### src/rtl/axil_cmd_master.sv
// AXI4-Lite command master: queues {write, addr, data, strb} commands and issues them
// in order as single-beat AXI4-Lite transactions, with at most one outstanding at a time.
module axil_cmd_master #(
    parameter int CMD_DEPTH = 4
) (
    input  logic        M_AXI_ACLK,
    input  logic        M_AXI_ARESETN,

    input  logic        cmd_valid,
    output logic        cmd_ready,
    input  logic        cmd_write,
    input  logic [31:0] cmd_addr,
    input  logic [31:0] cmd_data,
    input  logic [3:0]  cmd_strb,

    output logic        rsp_valid,
    output logic        rsp_write,
    output logic [31:0] rsp_data,
    output logic        rsp_err,
    output logic        busy,

    output logic [31:0] M_AXI_AWADDR,
    output logic        M_AXI_AWVALID,
    input  logic        M_AXI_AWREADY,
    output logic [31:0] M_AXI_WDATA,
    output logic [3:0]  M_AXI_WSTRB,
    output logic        M_AXI_WVALID,
    input  logic        M_AXI_WREADY,
    input  logic [1:0]  M_AXI_BRESP,
    input  logic        M_AXI_BVALID,
    output logic        M_AXI_BREADY,
    output logic [31:0] M_AXI_ARADDR,
    output logic        M_AXI_ARVALID,
    input  logic        M_AXI_ARREADY,
    input  logic [31:0] M_AXI_RDATA,
    input  logic [1:0]  M_AXI_RRESP,
    input  logic        M_AXI_RVALID,
    output logic        M_AXI_RREADY
);
    localparam int PW = $clog2(CMD_DEPTH);

    typedef struct packed {
        logic        write;
        logic [31:0] addr;
        logic [31:0] data;
        logic [3:0]  strb;
    } cmd_t;

    typedef enum logic [2:0] {IDLE, WADDR, WRESP, RADDR, RRESP} state_t;

    cmd_t        mem [CMD_DEPTH];
    cmd_t        head;
    logic [PW:0] wr_ptr;
    logic [PW:0] rd_ptr;
    logic        full;
    logic        empty;
    logic        push;
    logic        pop;
    state_t      state;

    // Extra pointer bit distinguishes full from empty when the index bits match.
    assign full      = (wr_ptr[PW] != rd_ptr[PW]) && (wr_ptr[PW-1:0] == rd_ptr[PW-1:0]);
    assign empty     = (wr_ptr == rd_ptr);
    assign cmd_ready = !full;
    assign push      = cmd_valid && !full;
    assign pop       = (state == IDLE) && !empty;
    assign head      = mem[rd_ptr[PW-1:0]];
    assign busy      = !empty || (state != IDLE);

    // NOTE: the storage array has no reset; entries are only read once the pointers cover them.
    always_ff @(posedge M_AXI_ACLK) begin
        if (push) begin
            mem[wr_ptr[PW-1:0]] <= '{write: cmd_write, addr: cmd_addr, data: cmd_data, strb: cmd_strb};
        end
    end

    // NOTE: all state uses non-blocking assignments so every register samples pre-edge values.
    always_ff @(posedge M_AXI_ACLK or negedge M_AXI_ARESETN) begin
        if (!M_AXI_ARESETN) begin
            wr_ptr <= '0;
            rd_ptr <= '0;
        end else begin
            if (push) wr_ptr <= wr_ptr + {{PW{1'b0}}, 1'b1};
            if (pop)  rd_ptr <= rd_ptr + {{PW{1'b0}}, 1'b1};
        end
    end

    always_ff @(posedge M_AXI_ACLK or negedge M_AXI_ARESETN) begin
        if (!M_AXI_ARESETN) begin
            state         <= IDLE;
            M_AXI_AWADDR  <= '0;
            M_AXI_AWVALID <= 1'b0;
            M_AXI_WDATA   <= '0;
            M_AXI_WSTRB   <= '0;
            M_AXI_WVALID  <= 1'b0;
            M_AXI_BREADY  <= 1'b0;
            M_AXI_ARADDR  <= '0;
            M_AXI_ARVALID <= 1'b0;
            M_AXI_RREADY  <= 1'b0;
            rsp_valid     <= 1'b0;
            rsp_write     <= 1'b0;
            rsp_data      <= '0;
            rsp_err       <= 1'b0;
        end else begin
            rsp_valid <= 1'b0;
            case (state)
                IDLE: begin
                    if (pop) begin
                        if (head.write) begin
                            M_AXI_AWADDR  <= head.addr;
                            M_AXI_WDATA   <= head.data;
                            M_AXI_WSTRB   <= head.strb;
                            M_AXI_AWVALID <= 1'b1;
                            M_AXI_WVALID  <= 1'b1;
                            state         <= WADDR;
                        end else begin
                            M_AXI_ARADDR  <= head.addr;
                            M_AXI_ARVALID <= 1'b1;
                            state         <= RADDR;
                        end
                    end
                end
                WADDR: begin
                    // AW and W complete independently; leave once neither is still pending.
                    if (M_AXI_AWREADY) M_AXI_AWVALID <= 1'b0;
                    if (M_AXI_WREADY)  M_AXI_WVALID  <= 1'b0;
                    if ((!M_AXI_AWVALID || M_AXI_AWREADY) && (!M_AXI_WVALID || M_AXI_WREADY)) begin
                        M_AXI_BREADY <= 1'b1;
                        state        <= WRESP;
                    end
                end
                WRESP: begin
                    if (M_AXI_BVALID) begin
                        M_AXI_BREADY <= 1'b0;
                        rsp_valid    <= 1'b1;
                        rsp_write    <= 1'b1;
                        rsp_data     <= '0;
                        rsp_err      <= |M_AXI_BRESP;
                        state        <= IDLE;
                    end
                end
                RADDR: begin
                    if (M_AXI_ARREADY) begin
                        M_AXI_ARVALID <= 1'b0;
                        M_AXI_RREADY  <= 1'b1;
                        state         <= RRESP;
                    end
                end
                RRESP: begin
                    if (M_AXI_RVALID) begin
                        M_AXI_RREADY <= 1'b0;
                        rsp_valid    <= 1'b1;
                        rsp_write    <= 1'b0;
                        rsp_data     <= M_AXI_RDATA;
                        rsp_err      <= |M_AXI_RRESP;
                        state        <= IDLE;
                    end
                end
                default: state <= IDLE;
            endcase
        end
    end
endmodule
### config.mk
export PLATFORM = sky130hd
export DESIGN_NAME = axil_cmd_master
export DESIGN_NICKNAME = d
export VERILOG_FILES = /design/src/rtl/axil_cmd_master.sv
export SDC_FILE = /design/constraint.sdc
export NUM_CORES = 1
export LEC_CHECK = 0
export ABC_AREA = 1
export BUFFER_PORTS_ARGS = -buffer_cell sky130_fd_sc_hd__buf_4
export CAP_MARGIN = 0
export CORE_MARGIN = 5
export CORE_UTILIZATION = 40
export CTS_BUF_LIST = sky130_fd_sc_hd__clkbuf_16
export CTS_CLUSTER_DIAMETER = 100
export CTS_CLUSTER_SIZE = 8
export DETAILED_ROUTE_END_ITERATION = 7
export MAX_ROUTING_LAYER = met4
export PLACE_DENSITY = 0.6
export SETUP_SLACK_MARGIN = 0.02
export SYNTH_ARGS = -nofsm -noshare
export SYNTH_HDL_FRONTEND = slang
export SYNTH_SLANG_ARGS = --single-unit
### constraint.sdc
create_clock -name M_AXI_ACLK -period 8.05 [get_ports M_AXI_ACLK]
set_input_delay 0.805 -clock M_AXI_ACLK [delete_from_list [all_inputs] [get_ports M_AXI_ACLK]]
set_output_delay 0.805 -clock M_AXI_ACLK [all_outputs]
set_load 0.005 [all_outputs]
* After elaboration in Yosys (flattened, before gate mapping)
Memory sizes are Yosys's and may differ from the RTL's.
Cells that the tools add are included.
** Storage, ports and cells
- Flip-flop bits (word level) :: 149
- Latch bits :: 0
- RAM bits :: 276
- Memory bits (read-only) :: 0
- Input port bits :: 113
- Output and inout port bits :: 142
- Logic and storage cells :: 101
- Memories :: 1
** Cells by class
- Add/sub/neg operators :: 2
- $mul :: 0
- Div/mod/pow operators :: 0
- $lt $le $gt $ge :: 0
- Equal/unequal tests :: 16
- Shift-type cells :: 0
- Mux-type cells :: 36
- Bitwise logic cells :: 1
- Reductions and logical operators :: 29
** Memory list
- mem :: words 4, bits a word 69, read ports 1, clocked after Yosys merged registers in 0, wr ports 1, RTL line 51 : cmd_t mem [CMD_DEPTH];
** Operators with widths (count)
- 2-to-1 mux 32 bit :: 2
- one-hot mux 32 bit (2 select lines) :: 1
- 2-to-1 mux 1 bit :: 18
- != test 2 bit (second input constant) :: 9
- one-hot mux 1 bit (2 select lines) :: 8
- 2-to-1 mux 3 bit :: 5
- one-hot mux 3 bit (5 select lines) :: 1
- AND reduction 3 bit :: 5
- AND reduction 4 bit :: 3
- nonzero test 2 bit :: 5
- adder 3 x 1 -> 3 bit (second input constant) :: 2
- == test 3 x 2 -> 1 bit (second input constant) :: 2
- AND reduction 5 bit :: 1
- logical AND 1 bit :: 4
- logical NOT 1 bit :: 4
- OR reduction 2 bit :: 2
- == test 3 x 1 -> 1 bit (second input constant) :: 1
- == test 3 bit :: 1
- == test 3 bit (second input constant) :: 1
- logical NOT 3 bit :: 1
- logical OR 1 bit :: 3
- nonzero test 3 bit :: 1
- == test 2 bit :: 1
- 2-to-1 mux 2 bit :: 1
- other kinds (2) :: 2

* Depth between registers and ports, before layout
Gate-level depths: netlist of the first run.
- Depth in word-level cells :: 6
- Mapped depth :: 11
- Gate-level depth less buffers :: 9

* Worst setup path before layout of the first run
Ideal clock, no wire load.
- Kind :: register to register
- Start :: register rd_ptr[0]
- End :: memory mem[0][0] (netlist bit) (enable)
- Library setup time :: 0.497 ns
- Arrival :: 3.979 ns
- Data required time :: 7.553 ns
- Setup slack :: 3.574 ns
- Stages on the path, launching flop included :: 6
- Buffers on the path :: 1
- Clock period less this slack :: 4.476 ns
- Path through :: dfrtp_1 -> buf_4 -> xnor2_2 -> nand3b_1 -> nand2_1 -> nor2_1
** Between the ends
- Cells in the longest elaborated chain, start to end :: 6
** Ends and longest elaborated chain
- start, declared :: RTL line 54 : logic [PW:0] rd_ptr;
- start signal, assigned :: RTL line 84 : if (pop) rd_ptr <= rd_ptr + {{PW{1'b0}}, 1'b1};
- == test 2 bit :: RTL line 62 : assign full = (wr_ptr[PW] != rd_ptr[PW]) && (wr_ptr[PW-1:0] == rd_ptr[PW-1:0]);
- logical AND 1 bit :: RTL line 62
- logical NOT 1 bit
- named net cmd_ready :: RTL line 10 : output logic cmd_ready,
- logical AND 1 bit :: RTL line 65 : assign push = cmd_valid && !full;
- 2-to-1 mux 1 bit :: RTL line 72 : if (push) begin
- 2-to-1 mux 1 bit (implied by the code) :: RTL line 73 : mem[wr_ptr[PW-1:0]] <= '{write: cmd_write, addr: cmd_addr, data: cmd_data, strb: cmd_strb};
- end, declared :: RTL line 51
The timed path passes the listed nets, and every way through them passes these cells.

* Worst setup path after layout of the first run
- Start :: register rd_ptr[0]
- End :: register M_AXI_AWADDR[28]
** Between the ends
- Cells in the longest elaborated chain, start to end :: 4
- Elaborated cells on any way between the ends :: 5
- Those cells by class :: eq/ne: 1; reduce/logical: 3; memory: 1
** Ends and longest elaborated chain
- == test 3 bit :: RTL line 63 : assign empty = (wr_ptr == rd_ptr);
- logical NOT 1 bit :: RTL line 66 : assign pop = (state == IDLE) && !empty;
- logical AND 1 bit :: RTL line 66
- AND reduction 3 bit (no line)
- end signal, assigned :: RTL line 110 : M_AXI_AWADDR <= head.addr;
- end, declared :: RTL line 22 : output logic [31:0] M_AXI_AWADDR,
Several ways; a longest one is shown, not always the timed one.
A chain may end at the register's enable or synchronous reset.

==> results of run 1 <==
flip-flops by register name, indices dropped and copies added, names as in the netlist:
register,count
M_AXI_ARADDR,32
M_AXI_ARVALID,1
M_AXI_AWADDR,32
M_AXI_AWVALID,1
M_AXI_BREADY,1
M_AXI_RREADY,1
M_AXI_WDATA,32
M_AXI_WSTRB,4
M_AXI_WVALID,1
mem,276
rd_ptr,3
rsp_data,32
rsp_err,1
rsp_valid,1
rsp_write,1
state,3
wr_ptr,3
worst max-delay path: cells and delay by family (launching register included):
family / cells / cell delay, ns
compound gates: 1 / 0.13
flops: 1 / 0.75
buf+inv: 2 / 1.76
simple gates: 5 / 0.81
stage by stage:
step,worst slack [ns],power [mW],cells,instance area (µm²),utilization (%)
global route,3.941,8.743,2220,20310,49.97
detailed placement,4.365,6.030,2110,18600,45.77
CTS,4.350,8.271,2216,20300,49.94
finish,4.337,8.128,2220,20310,49.97
floorplan,3.574,4.981,1387,16320,-
global placement,4.466,5.967,2110,18600,45.77
power by group through the flow:
| stage | clock network (mW) | registers [mW] | logic [mW] |
|---|---|---|---|
| CTS | 2.26 | 3.34 | 2.67 |
| global route | 2.37 | 3.40 | 2.97 |
| finish | 2.19 | 3.33 | 2.60 |
| floorplan | 0 | 3.34 | 1.64 |
| global placement | 0 | 3.36 | 2.61 |
| detailed placement | 0 | 3.37 | 2.66 |
cell families after synthesis:
group / count (synthesis)
and+or+nand+nor: 597
adders and majority gates: 5
DFF: 425
AOI/OAI and AO/OA: 218
buffers and inverters: 136
xor gates and xnor gates: 6
per-layer routing:
layer	up-vias	GRT usage, %	share of wire (%)
met5	-	-	0
met2	255	25.86	47
met3	51	3.305	5.6
li1	5229	-	-
met4	0	5.109	1.8
met1	5012	23.38	45
cell usage in the layout (no fill, tap or decap):
| cell type | n |
|---|---|
| nand2_1 | 364 |
| edfxtp_1 | 276 |
| buf_4 | 266 |
| dfrtp_1 | 147 |
| o21ai_0 | 116 |
| nor2_1 | 115 |
| nand3_1 | 109 |
| inv_1 | 102 |
| o21ai_1 | 91 |
| clkbuf_16 | 60 |
| o21ai_2 | 5 |
| ha_1 | 5 |
| diode_2 | 4 |
| nor2_4 | 4 |
| xnor2_1 | 3 |
| xor2_1 | 2 |
| a21oi_1 | 2 |
| dfrtp_4 | 2 |
| xnor2_2 | 1 |
| nand3b_1 | 1 |
| nand4_1 | 1 |
| inv_4 | 1 |
| nand3_2 | 1 |
| nand2_2 | 1 |
| nand3_4 | 1 |
| o21a_1 | 1 |
| a21boi_0 | 1 |
| o211ai_1 | 1 |
| a31oi_1 | 1 |
| clkinv_8 | 1 |
| clkinv_4 | 1 |
| inv_6 | 1 |
| buf_6 | 1 |
cell type report:
| cell class | instances | area (µm²) | area share [%] |
|---|---|---|---|
| Sequential cell | 425 | 12020 | 59.20 |
| Multi-Input combinational cell | 826 | 3677 | 18.11 |
| Timing Repair Buffer | 267 | 2008 | 9.888 |
| Clock buffer | 60 | 1501 | 7.393 |
| Tap cell | 532 | 665.6 | 3.277 |
| Inverter | 60 | 227.7 | 1.121 |
| Clock inverter | 46 | 195.2 | 0.9611 |
| Antenna cell | 4 | 10.01 | 0.04929 |
worst paths after layout:
kind	from	to	slack, ns	depth (start not counted)
worst min register to register	M_AXI_ARADDR[24]	M_AXI_ARADDR[24]	0.48	2
worst max register to register	rd_ptr[0]	M_AXI_AWADDR[28]	4.34	8
max in group asynchronous	M_AXI_ARESETN	M_AXI_AWADDR[6]	6.33	2
worst min-delay path	M_AXI_ARESETN	M_AXI_WDATA[11]	0.26	1
min in group M_AXI_ACLK	cmd_addr[1]	mem[2][37]	0.42	1
worst max-delay path	rd_ptr[0]	M_AXI_AWADDR[28]	4.34	8
==> impl_metrics.env, run 1 <==
export IMPL_synth_area_leaders="edfxtp_1 (51%), dfrtp_1 (23%), nand2_1 (8.4%)"
export IMPL_endpoint_kind="flop"
export IMPL_insertion_delay_ns=0.59
export IMPL_required_ns=8.54
export IMPL_avgViaCountPerCell=4.751
export IMPL_port_buffers=254
export IMPL_cpMaxStageDelayCell="buf_4"
export IMPL_clockBufferDepth=3
export IMPL_cts_tree="built"
export IMPL_synthTopCellsByCount="nand2_1 (365), edfxtp_1 (276), dfrtp_1 (149), nor2_1 (119), o21ai_0 (116)"
export IMPL_dieArea_um2=44940
export IMPL_cts_resized=0
export IMPL_synth_seq_cells=425
export IMPL_die_y_um=212
export IMPL_avgSynthCellArea_um2=11.77
export IMPL_min_period_over_period_pct=46.13
export IMPL_fmax_mhz=269.3
export IMPL_syn_area_um2=16320
export IMPL_final_antenna_net_count=0
export IMPL_rsz0062_at_grt="false"
export IMPL_postSynthCellCount=1387
export IMPL_switching_share_pct=34.26
export IMPL_cp_cell_sequence="buf_4 > nand2_1 > nand3_1 > nand2_1 > nand3_4 > buf_4 > nand2_1 > o21ai_1"
export IMPL_peakVddDrop_uv=190.0
export IMPL_clk_pin_slew_ns=0.05
export IMPL_synth_top_area_share_pct=50.78
export IMPL_clock_skew_ns=0.02011
export IMPL_period_needed_ns=3.713
export IMPL_ys_warn_count=0
export IMPL_syn_num_nets=1505
export IMPL_grt_overflow=0
export IMPL_synth_edf_count=276
export IMPL_status="finished, final reports clean"
export IMPL_core_um2=40650
export IMPL_setup_violations=0
export IMPL_p_sw_mw=2.785
export IMPL_worstHoldPathType="in2async"
export IMPL_path_class="reg2reg"
export IMPL_drc=0
export IMPL_cts_hold_buf=0
export IMPL_nFillCells=3601
export IMPL_ys_dominant_reg_cell="edfxtp_1"
export IMPL_slew_headroom_pct=21.29
export IMPL_synthMuxAreaShare_pct=0
export IMPL_place_gp_congestion=0.7347
export IMPL_synth_cell_type_count=27
export IMPL_worst_path_most_repeated_cell="nand2_1"
export IMPL_final_max_slew_viol_count=0
export IMPL_dr_pass1_iters=5
export IMPL_htreeDepth=2
export IMPL_drive_gt1_share_pct=20.55
export IMPL_slowest_delay_ns=0.88
export IMPL_synth_fa_ha_area_share_pct=0.3833
export IMPL_rows=74
export IMPL_final_nets=1757
export IMPL_dieWidth_um=212
export IMPL_powerDensity_nw_per_um2=400.2
export IMPL_crit_fanout=110
export IMPL_grt_start_max_net_pins=113
export IMPL_cts_sinks=425
export IMPL_holdWs_ns=0.2600
export IMPL_grt_pass1_vias=10440
export IMPL_p_comb_share_pct=32.0
export IMPL_routed_wl_um=37510
export IMPL_cts_setup_buffers=0
export IMPL_start_kind="flop"
export IMPL_setup_tns_ns=0
export IMPL_drtIter0Drc=803
export IMPL_synth_most_common_cell="nand2_1"
export IMPL_worst_pin_slew_ns=1.181
export IMPL_worst_ep_arrival_time_ns=4.20
export IMPL_clock_root_buffer="clkbuf_16"
export IMPL_detailed_place_hpwl_um=22810
export IMPL_antenna_found_initial=4
export IMPL_seqPwrFrac_pct=41.0
export IMPL_synth_top_family_by_area="simple AND/OR/NAND/NOR gates"
export IMPL_synth_largest_area_cell="edfxtp_1"
export IMPL_ys_seq_area_share_pct=73.62
export IMPL_vias=10550
export IMPL_intPower_mw=5.343
export IMPL_synthArstFlopShare_pct=35.06
export IMPL_p_leak_nw=8.815
export IMPL_grt_pass1_wl_um=58740
export IMPL_initial_core_util_pct=40.16
export IMPL_p_clk_share_pct=27.0
export IMPL_synthSimpleGateAreaFrac_pct=14.68
export IMPL_cts_buffers=59
export IMPL_max_cap_viol_count=0
export IMPL_hold_viol_final=0
export IMPL_synth_xor_area_share_pct=0.3680
export IMPL_post_drt_wl_per_cell_um=16.90
export IMPL_synth_compound_area_share_pct=6.853
export IMPL_grt_use_total_pct=16.96
export IMPL_areaGrowthSynthToFinish_pct=24.43
export IMPL_ios=255
No activity file was read; power rests on OpenSTA's default activity.
==> run 2: changes to the inputs <==
- PLACE_DENSITY: 0.6 -> 0.62
- clock period: 8.05 -> 3.2 ns (I/O delays scaled with it)
==> run 2 against run 1 <==
  * Worst hold slack lost 0.21 ns
  * Highest routed layer unchanged
  * Largest power group unchanged
  * Sequential power up 150%
  * First-iteration DRC count up 3.0%
  * Critical path type unchanged
  * Register-to-register slack worse by 3.7 ns
  * Via count up 6.1%
  * Routed wire length increased by 4.0%
  * Critical endpoint is now mem[2][64]
==> impl_metrics.env, run 2 (synthesized netlist as in run 1, its figures left out) <==
export IMPL_wl_met3_um=1873
export IMPL_cts_tree="built"
export IMPL_clock_root_buffer="clkbuf_16"
export IMPL_clk_pin_slew_ns=0.05
export IMPL_nFillCells=3489
export IMPL_worst_ep_arrival_time_ns=2.82
export IMPL_drc=0
export IMPL_insertion_delay_ns=0.60
export IMPL_p_leak_nw=9.364
export IMPL_final_nets=1878
export IMPL_cts_resized=0
export IMPL_hold_start="M_AXI_AWREADY"
export IMPL_fmax_mhz=392.9
export IMPL_dieArea_um2=44940
export IMPL_total_power_mw=20.77
export IMPL_cts_setup_buffers=0
export IMPL_routed_wl_um=39010
export IMPL_path_class="reg2reg"
export IMPL_ff_latch_area_um2=12020
export IMPL_dieWidth_um=212
export IMPL_regToRegStartpoint="rd_ptr[0]"
export IMPL_worstHoldPathType="in2reg"
export IMPL_final_cell_mix="nand2_1 (364), edfxtp_1 (276), buf_4 (274)"
export IMPL_grt_pass1_vias=11260
export IMPL_min_period_over_period_pct=79.54
export IMPL_holdWs_ns=0.05165
export IMPL_dr_pass1_iters=5
export IMPL_place_area_um2=18800
export IMPL_final_antenna_net_count=0
export IMPL_drtIter0Drc=827
export IMPL_areaGrowthSynthToFinish_pct=32.19
export IMPL_peakVddDrop_uv=554.4
export IMPL_status="finished, final reports clean"
export IMPL_start_kind="flop"
export IMPL_htreeDepth=2
export IMPL_wl_met1_um=17110
export IMPL_antenna_found_initial=2
export IMPL_grt_start_max_net_pins=84
export IMPL_period_needed_ns=2.545
export IMPL_setup_violations=0
export IMPL_startpoint="rd_ptr[0]"
export IMPL_routed_top_layer="met4"
export IMPL_crit_fanout=18
export IMPL_endpoint_kind="flop"
export IMPL_grt_use_total_pct=17.65
export IMPL_die_y_um=212
export IMPL_largest_register_ffs=276
export IMPL_core_um2=40650
export IMPL_final_common_cell="nand2_1"
export IMPL_grt_pass1_wl_um=61300
export IMPL_clock_skew_ns=0.02532
export IMPL_place_gp_congestion=0.7772
export IMPL_vias=11190
export IMPL_grt_overflow=0
export IMPL_min_path_cells=4
export IMPL_max_cap_viol_count=0
export IMPL_powerDensity_nw_per_um2=962.8
export IMPL_required_ns=3.47
export IMPL_post_drt_wl_per_cell_um=16.68
export IMPL_rows=74
export IMPL_port_buffers=254
export IMPL_cts_hold_buf=106
export IMPL_drive_gt1_share_pct=19.96
export IMPL_rr_worst_depth=5
export IMPL_rsz0062_at_grt="false"
export IMPL_wl_met2_um=18900
export IMPL_cts_sinks=425
export IMPL_worst_pin_slew_ns=0.8652
export IMPL_ios=255
export IMPL_cts_buffers=59
export IMPL_final_max_slew_viol_count=0
export IMPL_hold_viol_final=0
export IMPL_fin_area_um2=21580
export IMPL_multiInputGateArea_um2=3677
export IMPL_detailed_place_hpwl_um=23250
export IMPL_avgViaCountPerCell=4.788
export IMPL_clockBufferDepth=3
export IMPL_initial_core_util_pct=40.16
export IMPL_slew_headroom_pct=42.32
run 2: critical path, stage by stage (launching register included):
cell and delay (ns):
dfrtp_4 0.58, xnor2_2 0.20, nand3b_1 0.18, nand2_1 0.31
nor2_4 0.58, buf_4 0.35
run 2: layer usage:
layer	vias up	global-route usage (%)
met3	85	3.084
met1	5365	22.77
li1	5471	-
met5	-	-
met2	273	28.44
met4	0	6.308
run 2: stage by stage:
stage               setup slack (ns)  utilization [%]  std cells  TNS [ns]
floorplan                    -0.1651                -       1387    -45.56
global placement              0.7207            46.26       2125         0
detailed placement            0.6223            46.26       2125         0
CTS                           0.6038            53.07       2336         0
global route                  0.4869            53.08       2338         0
finish                        0.6548            53.08       2338         0
run 2: area by class of cell:
| type | count | area share [%] |
|---|---|---|
| clock buffers | 59 | 6.843 |
| repair buffers | 388 | 15.15 |
| well taps | 532 | 3.085 |
| clock inverters | 46 | 1.067 |
| inverters | 60 | 1.055 |
| flip-flops and latches | 425 | 55.73 |
| diodes | 2 | 0.02320 |
| multi-input cells | 826 | 17.04 |
run 2: worst paths after layout:
path,end,slack [ns]
setup / recovery,mem[2][64],0.65
hold / removal,M_AXI_AWVALID,0.05
setup reg to reg,mem[2][64],0.65
hold reg to reg,rsp_write,0.47
max in group asynchronous,rd_ptr[0],2.12
min in group asynchronous,M_AXI_AWADDR[20],0.32
run 2: power breakdown:
part	switching (mW)	internal, mW
Sequential	0.700	7.62
Clock	2.25	3.30
Combinational	4.20	2.71
Total	7.15	13.6
==> run 3: changes to the inputs <==
- ABC_AREA: 1 -> 0
- PLACE_DENSITY: 0.62 -> 0.6
- clock period: 3.2 -> 2.5 ns (I/O delays scaled with it)
==> run 3 against run 2 <==
  * Power up 28%
  * First-iteration DRC count fell by 39%
  * Routed wire length decreased by 9.7%
  * Critical endpoint is now busy
  * Largest power group unchanged
==> impl_metrics.env, run 3 <==
export IMPL_status="finished, final reports clean"
export IMPL_postSynthCellCount=742
export IMPL_syn_area_um2=15710
export IMPL_p_sw_mw=7.610
export IMPL_initial_core_util_pct=40.56
export IMPL_vias=8509
export IMPL_final_cell_mix="edfxtp_1 (276), buf_4 (267), dfrtp_1 (147)"
export IMPL_dr_pass1_iters=4
export IMPL_drc=0
export IMPL_largest_register_ffs=276
export IMPL_final_max_slew_viol_count=0
export IMPL_grt_pass1_wl_um=55650
export IMPL_worstHoldPathType="in2reg"
export IMPL_synth_largest_area_cell="edfxtp_1"
export IMPL_dieArea_um2=43350
export IMPL_total_power_mw=26.63
export IMPL_cts_buffers=59
export IMPL_grt_overflow=0
export IMPL_insertion_delay_ns=0.58
export IMPL_ys_warn_count=0
export IMPL_period_needed_ns=2.326
export IMPL_clockBufferDepth=3
export IMPL_rows=72
export IMPL_synth_top_area_share_pct=52.75
export IMPL_synth_area_leaders="edfxtp_1 (53%), dfrtp_1 (24%), mux4_2 (9.9%)"
export IMPL_synth_most_common_cell="edfxtp_1"
export IMPL_post_route_util_pct=54.88
export IMPL_worst_ep_arrival_time_ns=2.08
export IMPL_min_path_cells=4
export IMPL_holdPathEnd="rsp_err"
export IMPL_rr_worst_depth=5
export IMPL_hold_start="M_AXI_RRESP[0]"
export IMPL_synth_cell_type_count=38
export IMPL_regToRegStartpoint="state[1]"
export IMPL_synth_edf_count=276
export IMPL_port_buffers=254
export IMPL_switching_share_pct=28.57
export IMPL_p_clk_share_pct=26.6
export IMPL_die_y_um=208.2
export IMPL_required_ns=2.25
export IMPL_grt_pass1_vias=9350
export IMPL_fin_area_um2=21260
export IMPL_avgViaCountPerCell=4.941
export IMPL_crit_fanout=9
export IMPL_clock_skew_ns=0.01468
export IMPL_layout_setup_ws_ns=0.1743
export IMPL_cts_setup_buffers=0
export IMPL_final_common_cell="edfxtp_1"
export IMPL_place_area_um2=18460
export IMPL_final_antenna_net_count=0
export IMPL_drtIter0Drc=507
export IMPL_ios=255
export IMPL_synth_seq_cells=425
export IMPL_post_drt_wl_per_cell_um=20.46
export IMPL_hold_viol_final=0
export IMPL_clk_pin_slew_ns=0.05
export IMPL_dieWidth_um=208.2
export IMPL_powerDensity_nw_per_um2=1253
export IMPL_p_comb_share_pct=32.3
export IMPL_htreeDepth=2
export IMPL_ys_dominant_reg_cell="edfxtp_1"
export IMPL_drive_gt1_share_pct=41.43
export IMPL_max_cap_viol_count=0
export IMPL_slew_headroom_pct=53.54
export IMPL_peakVddDrop_uv=586.5
export IMPL_seqPwrFrac_pct=41.1
export IMPL_core_um2=38740
export IMPL_antenna_found_initial=2
export IMPL_r2r_end="M_AXI_ARADDR[1]"
export IMPL_cts_tree="built"
export IMPL_synthTopCellsByCount="edfxtp_1 (276), dfrtp_1 (149), mux2_2 (73), mux4_2 (69), a22o_1 (32)"
export IMPL_path_class="reg2out"
export IMPL_routed_wl_um=35230
export IMPL_grt_start_max_net_pins=57
export IMPL_avgSynthCellArea_um2=21.18
export IMPL_rsz0062_at_grt="false"
export IMPL_setup_violations=0
export IMPL_endpoint_kind="output port"
export IMPL_p_leak_nw=8.445
export IMPL_fmax_mhz=430.0
export IMPL_ys_seq_area_share_pct=76.48
export IMPL_start_kind="flop"
export IMPL_intPower_mw=19.02
export IMPL_synthArstFlopShare_pct=35.06
export IMPL_place_ws_ns=0.3314
export IMPL_r2r_slack_ns=0.32
export IMPL_syn_num_nets=860
export IMPL_clock_root_buffer="clkbuf_16"
export IMPL_setup_tns_ns=0
export IMPL_final_nets=1272
export IMPL_place_gp_congestion=0.8335
export IMPL_detailed_place_hpwl_um=21180
export IMPL_grt_use_total_pct=16.92
export IMPL_min_period_over_period_pct=93.03
export IMPL_areaGrowthSynthToFinish_pct=35.29
export IMPL_cts_sinks=425
export IMPL_worst_pin_slew_ns=0.6969
==> run 3: changes by cell type after synthesis, moves of 11 or more <==
cell,before,now
a22o_1,0,32
buf_6,14,3
clkbuf_1,28,14
inv_1,59,9
mux2_1,0,29
mux2_2,0,73
mux4_2,0,69
nand2_1,365,6
nand3_1,109,3
nor2_1,119,4
o21ai_0,116,8
o21ai_1,91,0
==> run 3: logic make-up (layout without fill, tap and decap cells) <==
group                    Yosys count  after routing  share of synthesized area [%]
AND/OR/NAND/NOR                   31             31                          1.083
XOR/XNOR                           8              8                         0.5415
multiplexers                     172            172                          17.26
other                              0              2                              0
AO/OA/AOI/OAI                     56             56                          2.835
flip-flops                       425            425                          76.48
buffers and inverters             45            505                          1.401
adder cells (fa/ha/maj)            5              5                         0.3982
==> run 3: how the worst max path moves through the flow <==
stage | startpoint | to | slack [ns] | cells after the start
floorplan | rd_ptr[1] | mem[3][0] | 0.01 | 4
global placement | state[1] | M_AXI_ARADDR[0] | 0.36 | 5
detailed placement | state[1] | M_AXI_ARADDR[0] | 0.33 | 5
CTS | rd_ptr[0] | busy | 0.04 | 4
global route | rd_ptr[0] | busy | 0.07 | 4
finish | rd_ptr[0] | busy | 0.17 | 4
==> run 3: through the flow <==
| stage | std cells | hold slack, ns |
|---|---|---|
| global placement | 1504 | 0.2608 |
| global route | 1722 | 0.08933 |
| CTS | 1720 | 0.04524 |
| finish | 1722 | 0.1015 |
| floorplan | 742 | -0.04559 |
| detailed placement | 1504 | 0.2656 |
==> run 3: critical path, stage by stage (launching register included) <==
cell,delay (ns)
dfrtp_4,0.58
xnor2_4,0.28
nand3_1,0.14
or2_2,0.36
buf_4,0.15
==> run 3: routing by layer <==
metal / routed length (µm) / GRT usage, % / part of all wire [%] / vias to the layer above
met1: 15050 / 21.92 / 43 / 4379
met3: 2195 / 3.841 / 6.2 / 45
met5: 0 / - / 0 / -
met4: 677 / 5.119 / 1.9 / 0
li1: - / - / - / 3790
met2: 17310 / 27.05 / 49 / 295
==> run 3: cell type report <==
cell class | count | area [µm²]
flip-flops and latches | 425 | 12020
inverters | 9 | 33.78
fillers | 3085 | 17480
repair buffers | 387 | 3327
diodes | 2 | 5.005
well taps | 518 | 648.1
clock inverters | 48 | 185.2
multi-input cells | 272 | 3508
clock buffers | 61 | 1526
==> run 3: power groups by stage <==
stage	clock network (mW)	registers, mW	logic, mW
floorplan	0	10.8	4.84
global placement	0	11.0	8.57
detailed placement	0	11.1	8.66
CTS	7.33	11.0	8.84
global route	7.64	11.2	9.38
finish	7.09	10.9	8.60
==> run 3: timing repair <==
item | CTS | global route
endpoints found under the setup margin | 0 | 1
endpoints found under the hold margin | 365 | 0
hold buffers | 107 | 0
gates resized for setup | 0 | 1
